### config.mk
export PLATFORM = sky130hd
export DESIGN_NAME = vme_bus_arbiter
export DESIGN_NICKNAME = d
export VERILOG_FILES = /design/src/rtl/vme_arb_pkg.sv /design/src/rtl/vme_bus_arbiter_rr_arb2.sv /design/src/rtl/vme_bus_arbiter.sv
export SDC_FILE = /design/constraint.sdc
export NUM_CORES = 1
export LEC_CHECK = 0
export ABC_AREA = 0
export BUFFER_PORTS_ARGS = -buffer_cell sky130_fd_sc_hd__buf_2
export CAP_MARGIN = 20
export CELL_PAD_IN_SITES_DETAIL_PLACEMENT = 0
export CELL_PAD_IN_SITES_GLOBAL_PLACEMENT = 1
export CORE_MARGIN = 2
export CORE_UTILIZATION = 31
export CTS_CLUSTER_SIZE = 12
export DETAILED_ROUTE_END_ITERATION = 10
export GPL_ROUTABILITY_DRIVEN = 1
export MAX_ROUTING_LAYER = met4
export PLACE_DENSITY_LB_ADDON = 0.1
export SLEW_MARGIN = 40
export SYNTH_ARGS = -nofsm -noshare
export SYNTH_HDL_FRONTEND = slang
export SYNTH_SLANG_ARGS = --single-unit
### constraint.sdc
create_clock -name Clk -period 1.7 [get_ports Clk]
set_clock_uncertainty 0.15 [all_clocks]
set_input_delay 0.17 -clock Clk [delete_from_list [all_inputs] [get_ports Clk]]
set_output_delay 0.17 -clock Clk [all_outputs]
set_load 0.005 [all_outputs]
### src/rtl/vme_arb_pkg.sv
// Shared types and constants for the VME register-bank arbiter.
// Optional timeout logic in the top is enabled by VME_ARB_TIMEOUT_EN.
package vme_arb_pkg;

    typedef enum logic [1:0] {
        IDLE,
        STROBE,
        WAIT,
        RESP
    } state_t;

    typedef enum logic {
        M0 = 1'b0,
        M1 = 1'b1
    } mst_t;

    localparam int MAX_DATA_W = 64;
    localparam logic [MAX_DATA_W-1:0] ERR_RDATA = '1;

endpackage

### src/rtl/vme_bus_arbiter_rr_arb2.sv
// Two-way round-robin grant: combinational pick, pointer updated on en.
// The pointer resets to M1 so M0 wins the first contended round.
module rr_arb2
    import vme_arb_pkg::*;
(
    input  logic       Clk,
    input  logic       Rst,
    input  logic [1:0] req,
    input  logic       en,
    input  mst_t       win,
    output mst_t       grant
);

    mst_t last;

    always_comb begin
        grant = M0;
        if (req[0] && req[1]) begin
            grant = (last == M0) ? M1 : M0;
        end else if (req[1]) begin
            grant = M1;
        end
    end

    always_ff @(posedge Clk) begin
        if (Rst) begin
            last <= M1;
        end else if (en) begin
            last <= win;
        end
    end

endmodule

### src/rtl/vme_bus_arbiter.sv
// Two-master arbiter in front of a strobe/done VME register-bank slave.
// Define VME_ARB_TIMEOUT_EN to add the WAIT timeout and error response.
module vme_bus_arbiter
    import vme_arb_pkg::*;
#(
    parameter int ADDR_W  = 8,
    parameter int DATA_W  = 32,
    parameter int TIMEOUT = 255
) (
    input  logic              Clk,
    input  logic              Rst,
    input  logic              m0_req,
    input  logic              m0_we,
    input  logic [ADDR_W-1:0] m0_addr,
    input  logic [DATA_W-1:0] m0_wdata,
    output logic              m0_ack,
    output logic [DATA_W-1:0] m0_rdata,
    output logic              m0_err,
    input  logic              m1_req,
    input  logic              m1_we,
    input  logic [ADDR_W-1:0] m1_addr,
    input  logic [DATA_W-1:0] m1_wdata,
    output logic              m1_ack,
    output logic [DATA_W-1:0] m1_rdata,
    output logic              m1_err,
    output logic [ADDR_W-1:0] VMEAddr,
    output logic [DATA_W-1:0] VMEWrData,
    output logic              VMERdMem,
    output logic              VMEWrMem,
    input  logic [DATA_W-1:0] VMERdData,
    input  logic              VMERdDone,
    input  logic              VMEWrDone
);

    state_t state;
    state_t nxt;
    mst_t owner;
    mst_t grant;

    logic we_r;
    logic [ADDR_W-1:0] addr_r;
    logic [DATA_W-1:0] wdata_r;
    logic [DATA_W-1:0] rdata0_r;
    logic [DATA_W-1:0] rdata1_r;
    logic [DATA_W-1:0] rsp_data;

    logic done_hit;
    logic tmo_hit;
    logic tmo_fire;
    logic start;
    logic finish;

    // Only the done that matches the outstanding direction counts.
    assign done_hit = we_r ? VMEWrDone : VMERdDone;

    rr_arb2 u_arb (
        .Clk   (Clk),
        .Rst   (Rst),
        .req   ({m1_req, m0_req}),
        .en    (state == RESP),
        .win   (owner),
        .grant (grant)
    );

    always_comb begin
        nxt      = state;
        tmo_fire = 1'b0;
        unique case (state)
            IDLE: begin
                if (m0_req || m1_req) nxt = STROBE;
            end
            STROBE: begin
                nxt = done_hit ? RESP : WAIT;
            end
            WAIT: begin
                if (done_hit) begin
                    nxt = RESP;
                end else if (tmo_hit) begin
                    nxt      = RESP;
                    tmo_fire = 1'b1;
                end
            end
            RESP: begin
                nxt = IDLE;
            end
            default: begin
                nxt = IDLE;
            end
        endcase
    end

    assign start    = (state == IDLE) && (nxt == STROBE);
    assign finish   = (state != RESP) && (nxt == RESP);
    assign rsp_data = tmo_fire ? ERR_RDATA[DATA_W-1:0] : VMERdData;

    always_ff @(posedge Clk) begin
        if (Rst) begin
            state    <= IDLE;
            owner    <= M0;
            we_r     <= 1'b0;
            addr_r   <= '0;
            wdata_r  <= '0;
            rdata0_r <= '0;
            rdata1_r <= '0;
        end else begin
            state <= nxt;
            if (start) begin
                owner   <= grant;
                we_r    <= (grant == M1) ? m1_we    : m0_we;
                addr_r  <= (grant == M1) ? m1_addr  : m0_addr;
                wdata_r <= (grant == M1) ? m1_wdata : m0_wdata;
            end
            if (finish && !we_r && owner == M0) rdata0_r <= rsp_data;
            if (finish && !we_r && owner == M1) rdata1_r <= rsp_data;
        end
    end

    assign VMEAddr   = addr_r;
    assign VMEWrData = wdata_r;
    assign VMERdMem  = (state == STROBE) && !we_r;
    assign VMEWrMem  = (state == STROBE) && we_r;
    assign m0_ack    = (state == RESP) && (owner == M0);
    assign m1_ack    = (state == RESP) && (owner == M1);
    assign m0_rdata  = rdata0_r;
    assign m1_rdata  = rdata1_r;

`ifdef VME_ARB_TIMEOUT_EN
    logic [15:0] tmo_cnt;
    logic err_r;

    // tmo_cnt equals the number of WAIT cycles already spent.
    assign tmo_hit = (tmo_cnt == 16'(TIMEOUT - 1));

    always_ff @(posedge Clk) begin
        if (Rst) begin
            tmo_cnt <= '0;
            err_r   <= 1'b0;
        end else begin
            if (start) begin
                tmo_cnt <= '0;
            end else if (state == WAIT) begin
                tmo_cnt <= tmo_cnt + 16'd1;
            end
            if (finish) err_r <= tmo_fire;
        end
    end

    assign m0_err = m0_ack && err_r;
    assign m1_err = m1_ack && err_r;
`else
    logic unused_cfg;

    assign unused_cfg = |TIMEOUT;
    assign tmo_hit    = 1'b0;
    assign m0_err     = 1'b0;
    assign m1_err     = 1'b0;
`endif

endmodule

# After elaboration in Yosys (flattened, before gate mapping)
# Cells that the tools add are included.
[word_totals]
out_inout_bits = 110
regBits = 109
[classes]
reduce_logical = 13
n_eq_ne = 6
muxes = 11
n_bitwise = 1
[ops]
columns = ["op", "count"]
rows = [
  ["2-to-1 mux 32 bit", 1],
  ["logical AND 1 bit", 10],
  ["2-to-1 mux 8 bit", 1],
  ["case mux 2 bit (4 select lines)", 1],
  ["== test 2 bit, second input constant", 3],
  ["2-to-1 mux 1 bit", 6],
  ["== test 2 x 1 -> 1 bit, second input constant", 2],
  ["2-to-1 mux 2 bit", 2],
  ["logical NOT 2 bit", 1],
  ["!= test 2 bit, second input constant", 1],
  ["logical NOT 1 bit", 1],
  ["logical OR 1 bit", 1],
  ["NOT 1 bit", 1],
]

# Longest topological paths before layout
# Gate-level depths: netlist of run 1.
[logic_depth]
word_depth = 7
ltp_mapped = 8
ltp_nobuf = 6

# By module
# A second synthesis of run 1 with hierarchy kept.
[unflattened]
cells_unflattened = 458
area_unflattened_um2 = 4770.8
[by_module_without_submodules]
columns = ["module", "instances", "cells_each", "area_each_um2", "seq_area_each_um2"]
rows = [
  ["vme_bus_arbiter", 1, 454, 4728.3, 2162.1],
  ["rr_arb2", 1, 4, 42.5, 20.0],
]

# Worst setup path after synthesis of run 1
# No wires, ideal clock.
[synth_timing]
path_kind = "reg2reg"
startpoint = "reg state[0]"
endpoint = "reg rdata1_r[10], in the netlist m1_rdata[10]"
arrival_ns = 1.654
setup_slack_ns = -0.222
required_ns = 1.432
path_stages_with_launch = 8
setup_time_ns = 0.118
path_cell_list = "dfxtp_1 -> inv_1 -> ha_1 -> or3b_4 -> a31o_1 -> buf_6 -> buf_12 -> mux2i_1"
[synth_between]
elab_chain_cells = 6
elab_cells_between_ends = 12
classes_between = "5 x eq/ne; 3 x mux; 4 x reduce/logical"
[synth_rtl]
columns = ["element", "line", "rtl"]
rows = [
  ["start: declaration", "vme_bus_arbiter.sv:35", "state_t state;"],
  ["start signal: assignment", "vme_bus_arbiter.sv:106", "state <= nxt;"],
  ["== test 2 bit, or another cell as far along", "vme_bus_arbiter.sv:68", "unique case (state)"],
  ["case mux 2 bit (4 select lines)", "vme_bus_arbiter.sv:68", ""],
  ["== test 2 bit", "vme_bus_arbiter.sv:93", "assign finish = (state != RESP) && (nxt == RESP);"],
  ["logical AND 1 bit *", "vme_bus_arbiter.sv:93", ""],
  ["logical AND 1 bit * (2 in series)", "vme_bus_arbiter.sv:114", "if (finish && !we_r && owner == M1) rdata1_r <= rsp_data;"],
  ["end signal: assignment", "vme_bus_arbiter.sv:114", ""],
  ["end: declaration", "vme_bus_arbiter.sv:44", "logic [DATA_W-1:0] rdata1_r;"],
]
# Every way passes the cells marked *; elsewhere a longest branch is shown, timed or not.
# A chain may end at the register's enable or synchronous reset.

# Worst setup path in the final report of run 1
# Ends and elaborated chain as after synthesis.

==> impl_metrics.json, run 1 <==
{
  "grt_pass1_vias": 4104,
  "routed_via_density": 4.59,
  "power_density_mw_per_mm2": 1480,
  "final_core_util_pct": 48.7,
  "worstReg2RegEnd": "m1_rdata[10]",
  "grt_overflow": 0,
  "crit_arrival_ns": 1.98,
  "num_io_pins": 230,
  "ys_types": 27,
  "crit_end": "m1_rdata[10]",
  "leakage_uw": 0.00351,
  "drive_gt1_share_pct": 42.5,
  "area_growth_pct": 54.4,
  "cts_buffers": 9,
  "ys.flop_type": "dfxtp_1",
  "max_freq_mhz": 526,
  "nets": 857,
  "min_path_type": "input port to register",
  "wirelength_um": 13800,
  "yosys.area.top_type": "dfxtp_1",
  "cp-end-kind": "register",
  "violations": "setup timing",
  "ant_nets": 0,
  "synth.most_common_cell": "dfxtp_1",
  "gp_congestion": 0.768,
  "cts_tree": "yes",
  "num_vias": 4255,
  "drtPass1Iterations": 4,
  "r2r_slack_ns": -0.20,
  "cp_max_fo": 6,
  "cts.sinks": 109,
  "setup_ws_ns": -0.200,
  "worstSetupPathType": "register to register",
  "cap_violations": 0,
  "worst_ep_required_time_ns": 1.78,
  "crit_path_start_kind": "register",
  "drt-initial-drc-count": 167,
  "synth_top_cells_by_area": "dfxtp_1 (46%), mux2i_1 (22%), nand2b_1 (13%), a211oi_1 (6.5%), nor2_1 (3.5%)",
  "status": "finished, violations left",
  "grt_usage_pct": 16.2,
  "clock_latency_ns": 0.34,
  "coreArea_mm2": 0.0151,
  "drc": 0,
  "path_cells": "inv_4 -> ha_4 -> or3b_4 -> a31o_4 -> clkbuf_16 -> mux2i_1",
  "num_rows": 45,
  "antenna_found_initial": 2,
  "die_h_um": 128,
  "finalSetupViolations": 75,
  "hp-start": "m0_wdata[2]",
  "hold_ws_ns": 0.0135,
  "r2r_start": "state[0]",
  "synth-edff-count": 0,
  "ys_ff_latch": 109,
  "critPathSlowestCell": "or3b_4",
  "crit_cells": 6,
  "async_reset_ff_share_pct": 0,
  "h-tree-depth": 3,
  "grt_max_degree": 62,
  "critPathMaxStageDelay_ns": 0.40,
  "critical-path-top-delay-family": "simple AND/OR/NAND/NOR gates",
  "port_buffers": 227,
  "final.min_clock_period_ns": 1.90,
  "syn-instance-count": 460,
  "ir_worst_vdd_v": 0.000732,
  "avgSynthCellArea_um2": 10.4,
  "drv_slew": 0,
  "yosys.area.top_type_share_pct": 45.8,
  "clk_pin_slew_worst_paths_ns": 0.07,
  "rsz0062_at_grt": "true",
  "grt_pass1_wl_um": 20300,
  "crit_buf_inv": 2,
  "p_total_uw": 10900,
  "root_buffer": "clkbuf_16",
  "synth_warnings": 0,
  "reg2reg_depth": 6,
  "hold_viol_final": 0,
  "wl_per_cell_um": 14.8,
  "synthTopCellsByCount": "dfxtp_1 (109), mux2i_1 (107), nand2b_1 (96)",
  "fillers": 1431,
  "design.die.area_mm2": 0.0164,
  "synth_area_mm2": 0.00476,
  "ys_seq_area_share_pct": 45.8,
  "dpl.hpwl_um": 9030,
  "clk_path_buf_depth": 2,
  "die_w_um": 128,
  "initial_core_util_pct": 31.6,
  "fin_crit_sh_pct": 112,
  "crit_start": "state[0]"
}
[cell families after synthesis]
| group | share of synthesized area (%) |
|---|---|
| AO/OA/AOI/OAI | 7.93 |
| buffers and inverters | 5.41 |
| other | 0.0787 |
| adder cells (fa/ha/maj) | 1.05 |
| AND/OR/NAND/NOR | 17.2 |
| multiplexers | 22.5 |
| flip-flops | 45.8 |
[area by class of cell]
type / count / area [µm²] / area share, %
Antenna cell: 2 / 5.00 / 0.0680
Clock buffer: 12 / 267 / 3.62
Clock inverter: 4 / 77.6 / 1.05
Inverter: 5 / 21.3 / 0.289
Multi-Input combinational cell: 309 / 2510 / 34.1
Sequential cell: 109 / 2190 / 29.7
Tap cell: 188 / 235 / 3.20
Timing Repair Buffer: 299 / 2060 / 28.0
[placed cells by master (no fill, tap or decap), types with 2 or more instances in the layout]
master / instances
a211oi_1: 21
a211oi_2: 20
buf_12: 7
buf_16: 4
buf_2: 226
buf_4: 14
buf_6: 4
buf_8: 2
bufinv_16: 2
clkbuf_16: 14
clkbuf_8: 3
conb_1: 2
dfxtp_1: 107
diode_2: 2
dlygate4sd3_1: 37
ha_4: 3
inv_1: 3
mux2i_1: 107
nand2b_1: 96
nor2_1: 44
[stage by stage]
stage	setup TNS (ns)	instance area [µm²]	worst slack, ns	cells
6_report	-10.56	7360	-0.200	928
5_1_grt	-15.80	7360	-0.258	928
4_1_cts	-9.95	7070	-0.176	917
3_5_place_dp	-8.80	6160	-0.171	856
3_3_place_gp	-6.46	6160	-0.117	856
2_1_floorplan	-5.53	4790	-0.108	461
[timing repair]
| action | in CTS | in global routing |
|---|---|---|
| setup endpoints to repair | 70 | 107 |
| hold buffers | 37 | 0 |
| gates resized for setup | 13 | 27 |
| setup buffers | 4 | 3 |
| gates cloned | 4 | 6 |
| pin swaps | 2 | 13 |
| hold endpoints to repair | 68 | 0 |
[state kept, by name (all words and copies together) (netlist names)]
name,flops
VMEWrData,32
m0_rdata,32
m1_rdata,32
VMEAddr,8
state,2
owner,1
u_arb.last,1
we_r,1
[worst min-delay path, cell delays in order]
cell      delay (ns)
buf_2           0.09
mux2i_1         0.12
a211oi_1        0.08
[where the power goes]
group	switching [µW]	total [µW]	internal, µW
sequential	399	3730	3330
clock	953	2380	1420
combinational	2270	4810	2550
total	3620	10900	7300
[how the worst min path moves through the flow]
stage                    endpoint  slack [ns]  cells after the start
floorplan            m1_rdata[10]        0.20                      2
global placement      m1_rdata[0]        0.30                      3
detailed placement   m0_rdata[12]        0.31                      2
global route        VMEWrData[12]        0.01                      3
finish               VMEWrData[2]        0.01                      3
CTS                  VMEWrData[2]       0.001                      3
[layer usage]
metal  global-route usage [%]  wire, µm
met5                        -         0
met1                     19.7      6020
met4                     6.72       331
met2                     26.3      6660
met3                     3.59       747
Power figures use the tool's default switching activity.
==> inputs of run 2 (changes only) <==
- MAX_ROUTING_LAYER: met4 -> unset
==> run 2 against run 1 <==
Compared with the run above:
- the flow still finishes with violations (setup timing)
- largest power group unchanged
- critical path type unchanged
- power about the same
- global-route usage is 0.46 points lower
- first-iteration DRC count down 14%
- worst hold slack improved by 0.00072 ns
- utilization stayed put
- via count decreased by 0.19%
- cell area did not move
- combinational power is essentially flat
==> impl_metrics.json, run 2 (synthesis gave the netlist of run 1 again) <==
{
  "wl_per_cell_um": 14.8,
  "worstSetupPathType": "register to register",
  "cap_violations": 0,
  "drv_slew": 0,
  "die_h_um": 128,
  "crit_start": "state[0]",
  "max_freq_mhz": 529,
  "port_buffers": 227,
  "wirelength_um": 13700,
  "critical-path-top-delay-family": "simple AND/OR/NAND/NOR gates",
  "grt_usage_pct": 15.8,
  "fin_crit_sh_pct": 111,
  "area_growth_pct": 54.4,
  "worst_ep_required_time_ns": 1.78,
  "r2r_start": "state[0]",
  "reg2reg_depth": 6,
  "antenna_found_initial": 2,
  "hold_ws_ns": 0.0142,
  "drt-initial-drc-count": 144,
  "power_density_mw_per_mm2": 1480,
  "ant_nets": 0,
  "initial_core_util_pct": 31.6,
  "num_rows": 45,
  "multi_input_area_mm2": 0.00251,
  "grt_pass1_vias": 4095,
  "path_cells": "inv_4 -> ha_4 -> or3b_4 -> a31o_4 -> clkbuf_16 -> mux2i_1",
  "h-tree-depth": 3,
  "root_buffer": "clkbuf_16",
  "cp_max_fo": 6,
  "grt_pass1_wl_um": 20300,
  "final_common_cell": "buf_2",
  "grt_overflow": 0,
  "final_area_mm2": 0.00736,
  "setup_tns_ns": -10.21,
  "leakage_uw": 0.00351,
  "drc": 0,
  "fillers": 1431,
  "final.min_clock_period_ns": 1.89,
  "finalSetupViolations": 75,
  "hold_viol_final": 0,
  "drive_gt1_share_pct": 42.5,
  "crit_arrival_ns": 1.97,
  "setup_ws_ns": -0.191,
  "place_area_mm2": 0.00616,
  "regArea_mm2": 0.00219,
  "ir_worst_vdd_v": 0.000730,
  "cts.sinks": 109,
  "clk_pin_slew_worst_paths_ns": 0.07,
  "cts_tree": "yes",
  "r2r_slack_ns": -0.19,
  "grt_max_degree": 62,
  "final_cell_mix": "buf_2 (226), dfxtp_1 (107), mux2i_1 (107)",
  "cts_buffers": 9,
  "dp_slack_ns": -0.171,
  "final_core_util_pct": 48.7,
  "critPathSlowestCell": "or3b_4",
  "gp_congestion": 0.758,
  "worstReg2RegEnd": "m1_rdata[16]",
  "dpl.hpwl_um": 9030,
  "crit_buf_inv": 2,
  "cp-end-kind": "register",
  "nets": 857,
  "min_path_type": "input port to register",
  "crit_end": "m1_rdata[16]",
  "clock_latency_ns": 0.34,
  "drtPass1Iterations": 5,
  "die_w_um": 128,
  "coreArea_mm2": 0.0151,
  "rsz0062_at_grt": "true",
  "num_vias": 4247,
  "status": "finished, violations left",
  "crit_path_start_kind": "register",
  "crit_cells": 6,
  "violations": "setup timing",
  "routed_via_density": 4.58,
  "num_io_pins": 230,
  "clk_path_buf_depth": 2,
  "design.die.area_mm2": 0.0164,
  "critPathMaxStageDelay_ns": 0.40
}
run 2: cell counts in the layout (fill, tap and decap cells not counted):
No cell type changed its count.
run 2: metrics by stage:
step | total power [µW] | std cells
final | 10900 | 928
after global routing | 11600 | 927
after CTS | 10300 | 917
after detailed placement | 7420 | 856
after global placement | 7350 | 856
after floorplan | 5890 | 461
run 2: how the worst min path moves through the flow:
stage,from,endpoint,slack [ns],depth (start not counted)
after floorplan,VMERdData[10],m1_rdata[10],0.20,2
after global placement,VMERdData[0],m1_rdata[0],0.30,3
after detailed placement,m0_rdata[12],m0_rdata[12],0.31,2
after CTS,m0_wdata[2],VMEWrData[2],0.001,3
after global routing,m1_wdata[12],VMEWrData[12],0.01,3
final,m0_wdata[2],VMEWrData[2],0.01,3
run 2: area by class of cell:
class	count	share of cell area, %
inverter	5	0.289
sequential	109	29.7
tap	188	3.20
timing repair buffer	299	28.0
clock buffer	12	3.62
multi-input combinational	309	34.1
clock inverter	4	1.05
antenna	2	0.0680
run 2: timing repair:
action                     4_1_cts  5_1_grt
resized for setup               13       27
setup endpoints to repair       70      107
setup buffers                    4        3
pin swaps                        2       13
hold endpoints to repair        68        0
hold buffers                    37        0
cloned                           4        6
run 2: worst min-delay path, stage by stage:
cell and delay (ns):
buf_2 0.09, mux2i_1 0.12, a211oi_1 0.08
run 2: where the power goes:
group,switching (µW),internal (µW),total [µW]
combinational,2260,2550,4810
sequential,398,3330,3730
clock,953,1420,2370
run 2: per-layer routing:
metal  vias up  global-route usage, %  routed length, µm
met5         -                      0                  0
met4         0                   6.72                334
met3        23                   4.42                871
met2       132                   26.2               6690
met1      1967                   19.2               5850
li1       2125                      -                  -
